<file path="config.mk">
export PLATFORM = sky130hd
export DESIGN_NAME = control_cursa
export DESIGN_NICKNAME = d
export VERILOG_FILES = /design/src/rtl/control_cursa.sv
export SDC_FILE = /design/constraint.sdc
export NUM_CORES = 1
export LEC_CHECK = 0
export BUFFER_PORTS_ARGS = -buffer_cell sky130_fd_sc_hd__clkbuf_2
export CAP_MARGIN = 20
export CORE_ASPECT_RATIO = 1.4
export CORE_MARGIN = 3
export CORE_UTILIZATION = 25
export CTS_BUF_LIST = sky130_fd_sc_hd__clkbuf_2 sky130_fd_sc_hd__clkbuf_4 sky130_fd_sc_hd__clkbuf_8
export DETAILED_ROUTE_END_ITERATION = 8
export SYNTH_ARGS = -nofsm -noshare
export SYNTH_HDL_FRONTEND = slang
export SYNTH_SLANG_ARGS = --single-unit
</file>
<file path="constraint.sdc">
create_clock -name clk -period 6.37 [get_ports clk]
set_input_delay 1.274 -clock clk [delete_from_list [all_inputs] [get_ports clk]]
set_output_delay 1.274 -clock clk [all_outputs]
set_load 0.005 [all_outputs]
</file>
<file path="src/rtl/control_cursa.sv">
// Race-level sequencer around the line-following motion logic: sensor sync/debounce,
// finish-line lap counting, per-circuit stop rules and gating of the driver commands.
module control_cursa #(
  parameter int DEBOUNCE_CYC = 50_000,
  parameter int BLANK_CYC    = 100_000_000,
  parameter int LOST_CYC     = 25_000_000,
  parameter int LAPS_CURVE   = 10
) (
  input  logic       clk,
  input  logic       rst_n,
  input  logic       start,
  input  logic       abort,
  input  logic [1:0] circuit,
  input  logic       senzor_1,
  input  logic       senzor_2,
  input  logic       senzor_3,
  input  logic       senzor_4,
  input  logic       senzor_5,
  input  logic [1:0] dir_in_A,
  input  logic [1:0] dir_in_B,
  output logic [1:0] directie_driverA,
  output logic [1:0] directie_driverB,
  output logic [7:0] count_ture,
  output logic [1:0] stare,
  output logic       lap_pulse,
  output logic       finished,
  output logic       line_lost
);

  typedef enum logic [1:0] {
    IDLE  = 2'b00,
    RUN   = 2'b01,
    DONE  = 2'b10,
    FAULT = 2'b11
  } state_t;

  localparam int DBW = $clog2(DEBOUNCE_CYC + 1);
  localparam int BKW = $clog2(BLANK_CYC + 1);
  localparam int LSW = $clog2(LOST_CYC + 1);
  localparam logic [DBW-1:0] DB_LAST      = DBW'(DEBOUNCE_CYC - 1);
  localparam logic [BKW-1:0] BLANK_LOAD   = BKW'(BLANK_CYC);
  localparam logic [LSW-1:0] LOST_LAST    = LSW'(LOST_CYC - 1);
  localparam logic [7:0]     CURVE_TARGET = 8'(LAPS_CURVE);

  state_t         state, state_nxt;
  logic [6:0]     sync_1, sync_2;
  logic           s1, s2, s3, s4, s5, start_s, abort_s;
  logic           start_prev, abort_prev;
  logic           start_edge, abort_edge, start_run;
  logic           mark, mdb, mdb_prev, lap_ev;
  logic [DBW-1:0] db_cnt;
  logic [BKW-1:0] blank_cnt;
  logic [LSW-1:0] lost_cnt, lost_nxt;
  logic [1:0]     circuit_q, circuit_nxt;
  logic [7:0]     count_nxt, lap_count, target;
  logic           pulse_nxt;
  logic           sensors_unused;

  always_ff @(posedge clk or negedge rst_n) begin
    if (!rst_n) begin
      sync_1     <= '0;
      sync_2     <= '0;
      start_prev <= 1'b0;
      abort_prev <= 1'b0;
    end else begin
      sync_1     <= {start, abort, senzor_5, senzor_4, senzor_3, senzor_2, senzor_1};
      sync_2     <= sync_1;
      start_prev <= start_s;
      abort_prev <= abort_s;
    end
  end

  assign {start_s, abort_s, s5, s4, s3, s2, s1} = sync_2;
  assign start_edge = start_s & ~start_prev;
  assign abort_edge = abort_s & ~abort_prev;
  // Side sensors 2 and 4 only steer the motion logic; they have no race-level role here.
  assign sensors_unused = s2 ^ s4;

  assign mark = s1 & s5;

  always_ff @(posedge clk or negedge rst_n) begin
    if (!rst_n) begin
      mdb      <= 1'b0;
      mdb_prev <= 1'b0;
      db_cnt   <= '0;
    end else begin
      mdb_prev <= mdb;
      if (mark != mdb) begin
        if (db_cnt == DB_LAST) begin
          mdb    <= mark;
          db_cnt <= '0;
        end else begin
          db_cnt <= db_cnt + 1'b1;
        end
      end else begin
        db_cnt <= '0;
      end
    end
  end

  assign lap_ev    = mdb & ~mdb_prev & (blank_cnt == '0);
  assign start_run = (state == IDLE) && start_edge && !abort_edge && (circuit != 2'b00);

  // Blanking runs in every state so a mark seen just before start still shadows the next one.
  always_ff @(posedge clk or negedge rst_n) begin
    if (!rst_n) begin
      blank_cnt <= '0;
    end else if (start_run || lap_ev) begin
      blank_cnt <= BLANK_LOAD;
    end else if (blank_cnt != '0) begin
      blank_cnt <= blank_cnt - 1'b1;
    end
  end

  always_comb begin
    lap_count = (count_ture == 8'hFF) ? 8'hFF : count_ture + 8'd1;
    case (circuit_q)
      2'b01:   target = 8'd1;
      2'b10:   target = CURVE_TARGET;
      default: target = 8'd0;
    endcase
  end

  always_comb begin
    state_nxt   = state;
    count_nxt   = count_ture;
    pulse_nxt   = 1'b0;
    lost_nxt    = '0;
    circuit_nxt = circuit_q;
    unique case (state)
      IDLE: begin
        if (circuit == 2'b00) count_nxt = 8'd0;
        if (start_run) begin
          state_nxt   = RUN;
          count_nxt   = 8'd0;
          circuit_nxt = circuit;
        end
      end
      RUN: begin
        if (lap_ev) begin
          count_nxt = lap_count;
          pulse_nxt = 1'b1;
        end
        lost_nxt = s3 ? '0 : lost_cnt + 1'b1;
        // Abort beats target, target beats line loss; a lap in that cycle is still counted.
        if (abort_edge)
          state_nxt = IDLE;
        else if (lap_ev && (target != 8'd0) && (lap_count == target))
          state_nxt = DONE;
        else if (!s3 && (lost_cnt == LOST_LAST))
          state_nxt = FAULT;
      end
      DONE, FAULT: begin
        if (abort_edge || start_edge) state_nxt = IDLE;
      end
      default: state_nxt = IDLE;
    endcase
  end

  always_ff @(posedge clk or negedge rst_n) begin
    if (!rst_n) begin
      state            <= IDLE;
      count_ture       <= 8'd0;
      lap_pulse        <= 1'b0;
      lost_cnt         <= '0;
      circuit_q        <= 2'b00;
      directie_driverA <= 2'b00;
      directie_driverB <= 2'b00;
    end else begin
      state      <= state_nxt;
      count_ture <= count_nxt;
      lap_pulse  <= pulse_nxt;
      lost_cnt   <= lost_nxt;
      circuit_q  <= circuit_nxt;
      if (state == RUN) begin
        directie_driverA <= dir_in_A;
        directie_driverB <= dir_in_B;
      end else begin
        directie_driverA <= 2'b00;
        directie_driverB <= 2'b00;
      end
    end
  end

  assign stare     = state;
  assign finished  = (state == DONE);
  assign line_lost = (state == FAULT);

endmodule

</file>
Yosys cells after proc, flatten, opt, wreduce, memory -nomap -nowiden

Cells that the tools add are included.

Reductions and logical operators: 23
Bitwise gates (word level): 8
Equality and inequality tests: 15
Multiplexer cells: 22
$add $sub $neg: 4

Operators by type and width:

| kind                    | count |
|---|---|
| $mux W27                | 2 |
| $mux W25                | 2 |
| $mux W16                | 2 |
| $mux W8                 | 4 |
| $logic_not A27 Y1       | 1 |
| $reduce_bool A27 Y1     | 1 |
| $sub A27 B1 Y27 const B | 1 |
| $add A25 B1 Y25 const B | 1 |
| $eq A25 B25 Y1 const B  | 1 |
| $add A16 B1 Y16 const B | 1 |
| $eq A16 B16 Y1 const B  | 1 |
| $pmux W8 S2             | 1 |
| $mux W2                 | 7 |
| $add A8 B1 Y8 const B   | 1 |
| $eq A8 B8 Y1            | 1 |
| $eq A8 B8 Y1 const B    | 1 |
| $pmux W4 S2             | 1 |
| $reduce_bool A8 Y1      | 1 |
| $eq A2 B2 Y1 const B    | 3 |
| $logic_and A1 B1 Y1     | 6 |
| $ne A2 B2 Y1 const B    | 3 |
| $pmux W2 S3             | 1 |
| $reduce_and A3 Y1       | 2 |
| $reduce_bool A2 Y1      | 3 |
| 12 further kinds        | 24 |

Input bits: 15
Register bits after elaboration: 103
Word-level logic and storage cells: 87

Logic depth before layout (Yosys ltp)

Gate-level depths: netlist (run 1).

Depth in word-level cells: 8
Gate-level depth with buffers: 8
Gate-level depth less buffers: 7

Worst setup path before layout (run 1)

No wires, ideal clock.

Path kind: reg2reg
From: register blank_cnt[5]
To: register count_ture[0]
Path slack: 3.825 ns
Data required time: 6.245 ns
Arrival: 2.420 ns
Clock period less this slack: 2.545 ns
Stages on the path, launching flop included: 9
Cells stage by stage: dfrtp_1 > or3_1 > clkbuf_1 > or4_4 > buf_6 > o31ai_4 > and2_1 > buf_6 > mux2_4

Cells in the longest elaborated chain, start to end: 4

Ends and longest elaborated chain:

| item                        | RTL line | RTL |
|---|---|---|
| from (decl)                 | 52       | `logic [BKW-1:0] blank_cnt;` |
| from (signal assigned)      | 111      | `blank_cnt <= blank_cnt - 1'b1;` |
| $logic_not A27 Y1           | 101      | `assign lap_ev = mdb & ~mdb_prev & (blank_cnt == '0);` |
| $and A1 B1 Y1               | 101      |  |
| $ne A2 B2 Y1 (no line)      | --       |  |
| $reduce_and A3 Y1 (no line) | --       |  |
| to (signal assigned)        | 171      | `count_ture <= count_nxt;` |
| to (decl)                   | 23       | `output logic [7:0] count_ture,` |

Every way passes these cells.
A chain may end at the register's enable or synchronous reset.

Final worst setup path (run 1)

From: register blank_cnt[2]
To: register count_ture[1]

The elaborated chain is that of the path after synthesis.

==> run summary, run 1 <==
Final Skew: 0.0144 ns
# fillers: 1944
Overflow after GRT: 0
Reg2Reg Depth: 5
Synth Flop Type: dfrtp_1
post-route insts no fill: 757
FF+latch count, synth: 99
sw power: 0.000433 W
area of the mapped netlist: 4840 sq um
DR iter-0 viols: 201
Post-Place Cells: 741
FMAX: 341 MHz
final worst path period share: 0.461
initial antenna violation count: 0
headroom to the max-slew limit: 0.338
worst skew pair latency: 0.36 ns
# diodes: 0
vias in the first global route: 3497
core area: 18800 sq um
min Tclk post-route: 2.93 ns
Register Area: 2480 sq um
Pre-Repair DR Iteration Count: 4
Crit Path Max Fanout: 15
hold_ws: 0.349 ns
Clock Tree Root: clkbuf_8
final WL: 9640 microns
cts hold-fix bufs: 0
endpoints failing setup: 0
Crit. path cell count: 5
CP top delay family: simple AND/OR/NAND/NOR gates
Worst Tran Pin Value: 0.993 ns
Final Util: 0.286
Power Internal: 0.000941 W
critical path's slowest cell: or4_4
area of the die: 21100 sq um
clk slew on worst S/H paths: 0.10 ns
Cell Chain, Critical Path: or3_1 -> or4_4 -> o31ai_4 -> and2_1 -> mux2_4
Max clock buf depth: 2
worst path arrival time: 3.18 ns
EDFF count, synth: 0
Max-Cap Viols: 0
Netlist cell types: 47
FFs w/ async S/R, synth: 1.00
Ys Warns: 0
status: completed
Pleak: 2.10 nW
Clk pwr share: 0.263
layout cells sized above 1: 0.111
clock sinks: 99
VDD IR-drop max: 0.0988 mV
area added between synthesis and finish: 11.0%
Seq/Total Area, Yosys: 0.511
max incr delay on CP: 0.67 ns
H-tree levels: 3
chip width: 124 microns
Final Hold Fails: 0
Slew Viols, Final: 0
Flop pwr share: 0.543
mean routed wirelength per cell: 12.7 microns
post-CTS setup buffers: 0
hold path depth: 0
Sw Share: 0.315
post-synth top area cell: dfrtp_1
post-CTS resize count: 0
I/O Buffers: 29
# DRC: 0
I/O pins: 32
initial core utilization: 0.257
via count: 3526
Power Density: 256 nW/um^2
critical path class: reg2reg
GRT Total Usage: 0.0984
Placement Rows: 59
hpwl dp: 6640 microns
first-pass GRT wire length: 16900 microns
Final #Nets: 530
chip height: 171 microns
setup TNS: 0 ns
multi-input logic area: 2230 sq um
share of the synthesized area in the top cell type: 0.511
vias per std cell: 4.66
CTS Buf Count: 9
ranking of synthesized cells by area: dfrtp_1 51%, xnor2_1 4.5%, nor2_1 4.4%, xor2_1 3.3%, nand3_1 2.8%
Syn Nets: 510
CP startpoint kind: flop
WP buf/inv: 0
Logic pwr share: 0.194
synthesized area per cell: 9.93 sq um
Setup crit end kind: flop
post-route ant nets: 0
CTS tree: done
largest net degree at the start of global routing: 76
Syn Inst Count: 488
Worst Hold Class: reg2reg
RSZ-0062 raised after global routing: no
Worst EP required: 6.62 ns
routability cong.: 0.737
==> layout by cell type, fill, tap and decap left out, types with 4 or more instances in the layout <==
master     n
a21oi_1   22
a31oi_1    6
and2_1     8
and3_1    12
and4_1     5
clkbuf_2  28
clkbuf_8   9
clkinv_2   4
dfrtp_1   99
ha_1       7
inv_1     12
nand2_1   28
nand2b_1   4
nand3_1   27
nand4_1   11
nor2_1    57
nor2b_1    6
nor3_1    12
nor4_1    11
o211ai_1   4
o21ai_0   20
o31ai_1    8
or3_1     20
or4_1     11
xnor2_1   25
xor2_1    18
==> metal layers <==
layer	vias up	global-route usage	wire [microns]	share of wire
met5	-	0	0	0
met4	0	0.0395	172	0.018
met3	9	0.0218	249	0.026
met2	40	0.166	4900	0.51
met1	1692	0.121	4320	0.45
li1	1785	-	-	-
==> area by class of cell <==
type                       instances  share of cell area
clock inverter                     5             0.00535
sequential                        99               0.461
inverter                          12             0.00838
multi-input combinational        356               0.414
clock buffer                      11              0.0258
tap                              244              0.0568
timing repair buffer              30              0.0289
==> synth_stat cells (3+ instances only) <==
library cell,instances
nor3_1,12
nand3_1,27
or2_2,3
xor2_1,18
clkbuf_1,17
nand2_1,28
o211ai_1,4
a31oi_1,6
nor2b_1,6
o21ai_0,20
or4_1,11
and2_1,8
and3_1,12
inv_1,12
o31ai_1,8
nand4_1,11
and4_1,5
nor4_1,11
xnor2_1,25
a21oi_1,22
ha_1,7
or3_1,20
dfrtp_1,99
nor2_1,57
o41ai_1,3
nand2b_1,4
==> final timing paths <==
| check | start | endpoint | slack, ns |
|---|---|---|---|
| min | sync_1[2] | sync_2[2] | 0.35 |
| max reg2reg | blank_cnt[2] | count_ture[1] | 3.44 |
| min in group asynchronous | rst_n | sync_2[4] | 0.79 |
| max | blank_cnt[2] | count_ture[1] | 3.44 |
| min reg2reg | sync_1[2] | sync_2[2] | 0.35 |
| max in group asynchronous | rst_n | blank_cnt[6] | 4.33 |
==> power groups by stage <==
stage          sequential (W)  combinational, W  clock (W)
2_1_floorplan        0.000744          0.000209          0
4_1_cts              0.000747          0.000269   0.000379
6_report             0.000746          0.000267   0.000361
3_3_place_gp         0.000758          0.000262          0
3_5_place_dp         0.000759          0.000268          0
5_1_grt              0.000758          0.000300   0.000408
==> state kept, by name (all words and copies together) (netlist names) <==
signal / cells
abort_prev: 1
mdb_prev: 1
lost_cnt: 25
directie_driverA: 2
sync_2: 5
lap_pulse: 1
start_prev: 1
sync_1: 5
circuit_q: 2
count_ture: 8
directie_driverB: 2
db_cnt: 16
blank_cnt: 27
stare: 2
mdb: 1
==> cells by family (layout without fill, tap and decap cells) <==
logic type      count (synthesis)  count (layout)  share of synthesized area
buf+inv                        33              58                     0.0292
flops                          99              99                      0.511
xor+xnor                       43              43                     0.0777
fa+ha+maj                       7               7                     0.0181
mux                             2               2                    0.00620
compound gates                 79              79                      0.107
simple gates                  225             225                      0.251
==> through the flow <==
stage	power [W]	worst slack (ns)	cell area, sq um
after CTS	0.00140	3.44	5380
after global routing	0.00147	3.18	5380
final	0.00137	3.44	5380
after detailed placement	0.00103	3.41	5210
after floorplan	0.000952	3.82	4840
after global placement	0.00102	3.39	5210
No activity file was read; power rests on OpenSTA's default activity.
==> run 2, diff against run 1 <==
Clock period 6.37 ns to 2.4 ns, I/O delays scaled along.
==> run 2 against run 1 <==
Compared with the run above: sequential power grew to 2.7 times the previous value; first-iteration DRC count grew 20%; critical path depth is the same; core utilization grew 1.8 points; clock power grew to 2.9 times the previous value; maximum frequency grew 28%; die area is the same; routed wire length grew 6.1%; count of clock-buffer cells in the layout shrank 2; largest cell class unchanged.
==> run summary, run 2 (synthesized netlist as in run 1, its figures left out) <==
status: completed
most frequent cells in the layout: 97 x dfrtp_1, 56 x nor2_1, 31 x buf_4
# DRC: 0
VDD IR-drop max: 0.263 mV
final instance area: 5710 sq um
vias per std cell: 4.77
Flop pwr share: 0.499
Post-Place Cells: 768
Power Internal: 0.00268 W
min Tclk post-route: 2.30 ns
Regs by FF count: blank_cnt: 27 flops, lost_cnt: 25 flops, db_cnt: 16 flops
chip height: 171 microns
core area: 18800 sq um
Pre-Repair DR Iteration Count: 4
Final Hold Fails: 0
CP startpoint kind: flop
Final Skew: 0.0102 ns
most common cell after layout, fill and taps aside: dfrtp_1
final worst path period share: 0.957
Slew Viols, Final: 0
first-pass GRT wire length: 17900 microns
hold_ws: 0.116 ns
Worst Hold Class: in2async
headroom to the max-slew limit: 0.585
Final Util: 0.303
via count: 3758
critical path class: reg2reg
Worst EP required: 2.69 ns
Clk pwr share: 0.266
Crit Path Max Fanout: 3
I/O pins: 32
FMAX: 435 MHz
area of the die: 21100 sq um
GRT Total Usage: 0.104
Power Density: 695 nW/um^2
Clock Tree Root: clkbuf_8
I/O Buffers: 29
layout cells sized above 1: 0.182
worst path arrival time: 2.59 ns
mean routed wirelength per cell: 13.0 microns
Sw Share: 0.325
initial antenna violation count: 0
# fillers: 1970
hpwl dp: 7180 microns
Max-Cap Viols: 0
Pleak: 2.26 nW
CTS Buf Count: 9
number of flip-flops in the largest register: 27
CTS tree: done
Largest Register: blank_cnt
clock sinks: 99
routability cong.: 0.778
DR iter-0 viols: 242
sw power: 0.00129 W
Overflow after GRT: 0
worst skew pair latency: 0.38 ns
Worst Tran Pin Value: 0.622 ns
H-tree levels: 3
Setup crit end kind: flop
RSZ-0062 raised after global routing: no
Logic pwr share: 0.235
Max clock buf depth: 2
# diodes: 0
clk slew on worst S/H paths: 0.11 ns
chip width: 124 microns
post-route ant nets: 0
Final #Nets: 561
Placement Rows: 59
placed cell area: 5440 sq um
post-route insts no fill: 788
endpoints failing setup: 0
largest net degree at the start of global routing: 50
final WL: 10200 microns
area added between synthesis and finish: 17.8%
cts hold-fix bufs: 0
vias in the first global route: 3846
initial core utilization: 0.257
## run 2: changes by cell type in the layout (fill, tap and decap cells not counted), sizes merged
| cell | previous run | this run |
|---|---|---|
| inv | 13 | 15 |
| buf | 2 | 33 |
| clkinvlp | 0 | 1 |
| clkinv | 4 | 3 |
| clkbuf | 39 | 37 |
## run 2: worst paths after layout
| path | startpoint | endpoint | slack, ns | cells past startpoint |
|---|---|---|---|---|
| min reg2reg | sync_1[0] | sync_2[0] | 0.36 | 0 |
| max | blank_cnt[7] | blank_cnt[1] | 0.10 | 5 |
| min in group clk | senzor_5 | sync_1[4] | 0.20 | 1 |
| min | rst_n | directie_driverB[0] | 0.12 | 1 |
| max in group asynchronous | rst_n | blank_cnt[8] | 1.61 | 2 |
| max reg2reg | blank_cnt[7] | blank_cnt[1] | 0.10 | 5 |
## run 2: stage by stage
step	setup TNS [ns]	power [W]	setup slack [ns]
2_1_floorplan	-0.133	0.00256	-0.0666
3_3_place_gp	0	0.00286	0.0772
3_5_place_dp	0	0.00288	0.0624
4_1_cts	0	0.00396	0.0276
5_1_grt	0	0.00421	0.0131
6_report	0	0.00397	0.103
## run 2: layer usage
metal  GRT usage  share of wire
met4      0.0487          0.023
met2       0.182           0.52
met3      0.0198          0.025
met1       0.119           0.43
met5           0              0
## run 2: repair_timing
| item | CTS | global route |
|---|---|---|
| buffers inserted | 0 | 4 |
| setup endpoints to repair | 0 | 21 |
| resized for setup | 0 | 12 |
## run 2: power groups by stage
| stage | sequential [W] | combinational, W | clock [W] |
|---|---|---|---|
| after detailed placement | 0.00201 | 0.000869 | 0 |
| after global routing | 0.00201 | 0.00104 | 0.00116 |
| after CTS | 0.00198 | 0.000879 | 0.00110 |
| after floorplan | 0.00197 | 0.000589 | 0 |
| after global placement | 0.00200 | 0.000855 | 0 |
| final | 0.00198 | 0.000933 | 0.00106 |
## run 2: layout make-up
cell class              count  area, sq um  area share
clock buffers               9          124      0.0217
flip-flops and latches     99         2480       0.434
multi-input cells         356         2270       0.398
repair buffers             61          413      0.0723
well taps                 244          305      0.0535
clock inverters             7         70.1      0.0123
inverters                  12         45.0     0.00789
## run 2: worst max-delay path, cell delays in order, from the launching register on
cell and delay (ns):
dfrtp_1 0.41, or3_4 0.40, buf_4 0.16, or4bb_1 0.53, or4_4 0.46, a211oi_1 0.25
